File: src/rtl/ram_arb_pkg.sv
// rtl/ram_arb_pkg.sv - shared constants for the two-port RAM arbiter
package ram_arb_pkg;

    localparam int REQ0          = 0;
    localparam int REQ1          = 1;
    localparam int DEF_MAX_BURST = 8;
    localparam int BE_W          = 4;
    localparam int CNT_W         = 8;

endpackage

File: src/rtl/ram_arb_pick.sv
// rtl/ram_arb_pick.sv - combinational grant decision: lock hold, sole requester, then alternation
module ram_arb_pick
    import ram_arb_pkg::*;
#(
    parameter int MAX_BURST = DEF_MAX_BURST
) (
    input  logic [1:0]       req,
    input  logic [1:0]       lock,
    input  logic             last_grant,
    input  logic [CNT_W-1:0] burst_cnt,
    output logic [1:0]       gnt
);

    localparam logic [CNT_W-1:0] MAX_CNT = CNT_W'(MAX_BURST);

    logic other;
    logic hold;

    always_comb begin
        gnt   = 2'b00;
        other = ~last_grant;
        // A saturated burst yields only when the other side is actually waiting.
        hold  = req[last_grant] & lock[last_grant] &
                ((burst_cnt < MAX_CNT) | ~req[other]);
        if (hold) begin
            gnt[last_grant] = 1'b1;
        end else if (req == 2'b11) begin
            gnt[other] = 1'b1;
        end else begin
            gnt = req;
        end
    end

endmodule

File: src/rtl/ram_arbiter.sv
// rtl/ram_arbiter.sv - two-requester single-port RAM arbiter with burst lock and read return
module ram_arbiter
    import ram_arb_pkg::*;
#(
    parameter int ADDR_WIDTH = 9,
    parameter int MAX_BURST  = DEF_MAX_BURST
) (
    input  logic                  clka,
    input  logic                  rst_n,
    input  logic                  req0,
    input  logic                  req1,
    input  logic [BE_W-1:0]       we0,
    input  logic [BE_W-1:0]       we1,
    input  logic [ADDR_WIDTH-1:0] addr0,
    input  logic [ADDR_WIDTH-1:0] addr1,
    input  logic [31:0]           wdata0,
    input  logic [31:0]           wdata1,
    input  logic                  lock0,
    input  logic                  lock1,
    output logic                  gnt0,
    output logic                  gnt1,
    output logic                  rvalid0,
    output logic                  rvalid1,
    output logic [31:0]           rdata,
    output logic [ADDR_WIDTH-1:0] ram_addr,
    output logic [31:0]           ram_din,
    output logic [BE_W-1:0]       ram_wea,
    input  logic [31:0]           ram_dout
);

    localparam logic [CNT_W-1:0] MAX_CNT = CNT_W'(MAX_BURST);

    logic             last_grant_q, last_grant_d;
    logic [CNT_W-1:0] burst_cnt_q, burst_cnt_d;
    logic             rd_pend_q, rd_pend_d;
    logic             rd_owner_q, rd_owner_d;
    logic [1:0]       pick_gnt;
    logic [1:0]       gnt;

    ram_arb_pick #(
        .MAX_BURST(MAX_BURST)
    ) u_pick (
        .req        ({req1, req0}),
        .lock       ({lock1, lock0}),
        .last_grant (last_grant_q),
        .burst_cnt  (burst_cnt_q),
        .gnt        (pick_gnt)
    );

    assign gnt  = rst_n ? pick_gnt : 2'b00;
    assign gnt0 = gnt[REQ0];
    assign gnt1 = gnt[REQ1];

    always_comb begin
        ram_addr = '0;
        ram_din  = '0;
        ram_wea  = '0;
        if (gnt[REQ0]) begin
            ram_addr = addr0;
            ram_din  = wdata0;
            ram_wea  = we0;
        end else if (gnt[REQ1]) begin
            ram_addr = addr1;
            ram_din  = wdata1;
            ram_wea  = we1;
        end
    end

    always_comb begin
        last_grant_d = last_grant_q;
        burst_cnt_d  = burst_cnt_q;
        rd_pend_d    = 1'b0;
        rd_owner_d   = rd_owner_q;
        if (gnt != 2'b00) begin
            last_grant_d = gnt[REQ1];
            rd_pend_d    = (ram_wea == '0);
            rd_owner_d   = gnt[REQ1];
            if (gnt[REQ1] == last_grant_q) begin
                burst_cnt_d = (burst_cnt_q >= MAX_CNT) ? MAX_CNT : burst_cnt_q + CNT_W'(1);
            end else begin
                burst_cnt_d = CNT_W'(1);
            end
        end
    end

    always_ff @(posedge clka) begin
        if (!rst_n) begin
            last_grant_q <= 1'b1;
            burst_cnt_q  <= '0;
            rd_pend_q    <= 1'b0;
            rd_owner_q   <= 1'b0;
        end else begin
            last_grant_q <= last_grant_d;
            burst_cnt_q  <= burst_cnt_d;
            rd_pend_q    <= rd_pend_d;
            rd_owner_q   <= rd_owner_d;
        end
    end

    // Gating with rst_n kills a read return that lands in a reset cycle.
    assign rvalid0 = rst_n & rd_pend_q & ~rd_owner_q;
    assign rvalid1 = rst_n & rd_pend_q & rd_owner_q;
    assign rdata   = ram_dout;

endmodule

File: config.mk
export PLATFORM = sky130hd
export DESIGN_NAME = ram_arbiter
export DESIGN_NICKNAME = d
export VERILOG_FILES = /design/src/rtl/ram_arb_pkg.sv /design/src/rtl/ram_arb_pick.sv /design/src/rtl/ram_arbiter.sv
export SDC_FILE = /design/constraint.sdc
export NUM_CORES = 1
export LEC_CHECK = 0
export CAP_MARGIN = 20
export CORE_AREA = 2 2 81 83
export DETAILED_ROUTE_END_ITERATION = 16
export DIE_AREA = 0 0 83 85
export GPL_ROUTABILITY_DRIVEN = 0
export PLACE_DENSITY = 0.78
export SLEW_MARGIN = 40
export SYNTH_ARGS = -nofsm -noshare
export SYNTH_HDL_FRONTEND = slang
export SYNTH_SLANG_ARGS = --single-unit
File: constraint.sdc
create_clock -name clka -period 4.85 [get_ports clka]
set_clock_uncertainty 0.15 [all_clocks]
set_input_delay 0.97 -clock clka [delete_from_list [all_inputs] [get_ports clka]]
set_output_delay 0.97 -clock clka [all_outputs]
set_load 0.01 [all_outputs]
==> results.sh <==
export IMPL_cellLeakagePower_nw=1.034
export IMPL_die_y_um=85
export IMPL_fmax_mhz=226.8
export IMPL_worst_setup_path_end_kind="output pin"
export IMPL_numCtsBuffers=3
export IMPL_clkSinkCount=11
export IMPL_path_clk_slew_ns=0.05
export IMPL_layout_nets=403
export IMPL_wire_per_inst_um=15.83
export IMPL_ys_types=34
export IMPL_holdBufCountCts=0
export IMPL_antenna_found_initial=0
export IMPL_min_path_type="flop to flop"
export IMPL_final_antenna_net_count=0
export IMPL_cts_tree="yes"
export IMPL_maxCapViolCount=0
export IMPL_drive_gt1_share_pct=5.147
export IMPL_synth_warnings=0
export IMPL_slew_headroom_pct=54.38
export IMPL_cts_resized=0
export IMPL_clockRootBuffer="clkbuf_8"
export IMPL_rsz0062_at_grt="false"
export IMPL_antennaDiodeCount=0
export IMPL_grt_max_degree=47
export IMPL_via_count=1673
export IMPL_synth_top_area_share_pct=28.97
export IMPL_synth_nets=297
export IMPL_synth_edf_count=0
export IMPL_crit_path_start_kind="primary input"
export IMPL_hpwl_um=4678
export IMPL_synthToLayoutAreaGrowth_pct=100.5
export IMPL_worst_setup_path_type="primary input to output pin"
export IMPL_synthTopCellsByCount="44 x a22o_1, 35 x buf_4, 11 x dfxtp_1"
export IMPL_synth_ff_type="dfxtp_1"
export IMPL_synth_seq_cells=11
export IMPL_yosysSeqAreaShare_pct=16.56
export IMPL_setup_viol=0
export IMPL_final_hold_viol_count=0
export IMPL_required_ns=3.73
export IMPL_cts_htree_levels=1
export IMPL_drc=0
export IMPL_coreArea_um2=6205
export IMPL_clk_latency_ns=0.24
export IMPL_postCtsSetupBuffers=0
export IMPL_die_w_um=83
export IMPL_io_pin_count=209
export IMPL_synth_top_cell_by_area="a22o_1"
export IMPL_port_buffer_count=144
export IMPL_first_pass_iters=4
export IMPL_vdd_drop_max_v=0.00009588
export IMPL_grt_pass1_wl_um=8535
export IMPL_drt_iter0_drc=42
export IMPL_synth_most_common_cell="a22o_1"
export IMPL_vias_per_cell=4.794
export IMPL_min_period_ns=4.409
export IMPL_outcome="finished clean"
export IMPL_grtUsageTotal_pct=14.69
export IMPL_synth_area_leaders="a22o_1 29%, buf_4 20%, dfxtp_1 17%"
export IMPL_final_max_slew_violation_count=0
export IMPL_grt_overflow_total=0
export IMPL_holdWs_ns=0.3315
export IMPL_die_area_um2=7055
export IMPL_max_slew_worst_pin_slew_ns=0.6798
export IMPL_powerDensity_nw_per_um2=161.0
export IMPL_synthCells=167
export IMPL_initial_utilization_pct=21.44
export IMPL_rows=29
export IMPL_grt_pass1_vias=1673
export IMPL_fin_crit_sh_pct=90.92
export IMPL_cp_max_fo=37
export IMPL_cp_arrival_ns=3.29
export IMPL_final_setup_tns_ns=0
export IMPL_synth_area_um2=1330
export IMPL_synth_async_sr_flop_share_pct=0
export IMPL_drt_wl_total_um=5523
export IMPL_clk_path_buf_depth=2
export IMPL_avgSynthCellArea_um2=7.964
critical path, cell delays in order:
cell and delay, ns:
clkdlybuf4s50_1 0.53, and2_1 0.23, nor2_1 0.26, a2bb2oi_2 0.14
nor2_4 0.15, buf_12 0.20, a22o_1 0.22, clkdlybuf4s50_1 0.57
final cells by class:
cell class              count  area, um2
fillers                   581       3538
multi-input cells         104      788.3
well taps                  77      96.34
clock buffers               3      41.29
repair buffers            148       1496
flip-flops and latches     11      220.2
inverters                   5      18.77
clock inverters             1      5.005
cells in the final DEF, fill, tap and decap left out, drive strengths merged, types with 2 or more instances in the layout:
| cell type | Yosys | routed |
|---|---|---|
| buf | 42 | 4 |
| inv | 5 | 5 |
| nand3 | 2 | 2 |
| and3 | 5 | 5 |
| clkdlybuf4s50 | 0 | 144 |
| o31a | 2 | 2 |
| o22ai | 3 | 3 |
| a22o | 44 | 44 |
| nand2 | 11 | 11 |
| clkbuf | 5 | 3 |
| nand4 | 2 | 2 |
| o211ai | 2 | 2 |
| dfxtp | 11 | 11 |
| ha | 2 | 2 |
| a21oi | 4 | 4 |
| nor2 | 7 | 7 |
| o21ai | 5 | 5 |
| a31oi | 3 | 3 |
where the power goes:
part / internal (mW) / switching (mW) / leakage [nW]
Clock: 0.0564 / 0.0338 / 0.0255
Sequential: 0.0947 / 0.00410 / 0.0898
Combinational: 0.154 / 0.0859 / 0.919
path summary, 6_finish.rpt:
check        cells after the start           to  slack [ns]          from
min reg2reg                      2   rd_owner_q        0.33    rd_owner_q
max reg2reg                      6    rd_pend_q        2.88  last_grant_q
max                              8  ram_addr[2]        0.44          req0
min                              2   rd_owner_q        0.33    rd_owner_q
flip-flops by register name (all words and copies together), names as in the netlist:
name / flops
rd_owner_q: 1
burst_cnt_q: 8
last_grant_q: 1
rd_pend_q: 1
stage by stage:
step | power, mW | instances | util (%) | setup WS, ns | instance area [um2]
floorplan | 0.2135 | 167 | - | 1.559 | 1330
global placement | 0.3396 | 345 | 42.23 | 0.4875 | 2620
detailed placement | 0.3415 | 345 | 42.23 | 0.4375 | 2620
CTS | 0.4357 | 349 | 42.97 | 0.4321 | 2666
global route | 0.4567 | 349 | 42.97 | 0.3119 | 2666
finish | 0.4292 | 349 | 42.97 | 0.4406 | 2666
cell families (layout without fill, tap and decap cells):
group,count (synthesis),after routing,synth area share (%)
compound gates,68,68,41.30
xor+xnor,1,1,0.6586
fa+ha+maj,2,2,1.881
buf+inv,52,157,25.68
flops,11,11,16.56
mux,1,1,0.7526
simple gates,32,32,13.17
metal layers:
metal  track usage (%)  wire length, um  up-vias
li1                  -                -      805
met4             4.471               88        0
met2             26.98             2945       73
met1             16.17             2101      785
met5                 0                0        -
met3             4.669              388       10
(Power assumes the default switching activity.)
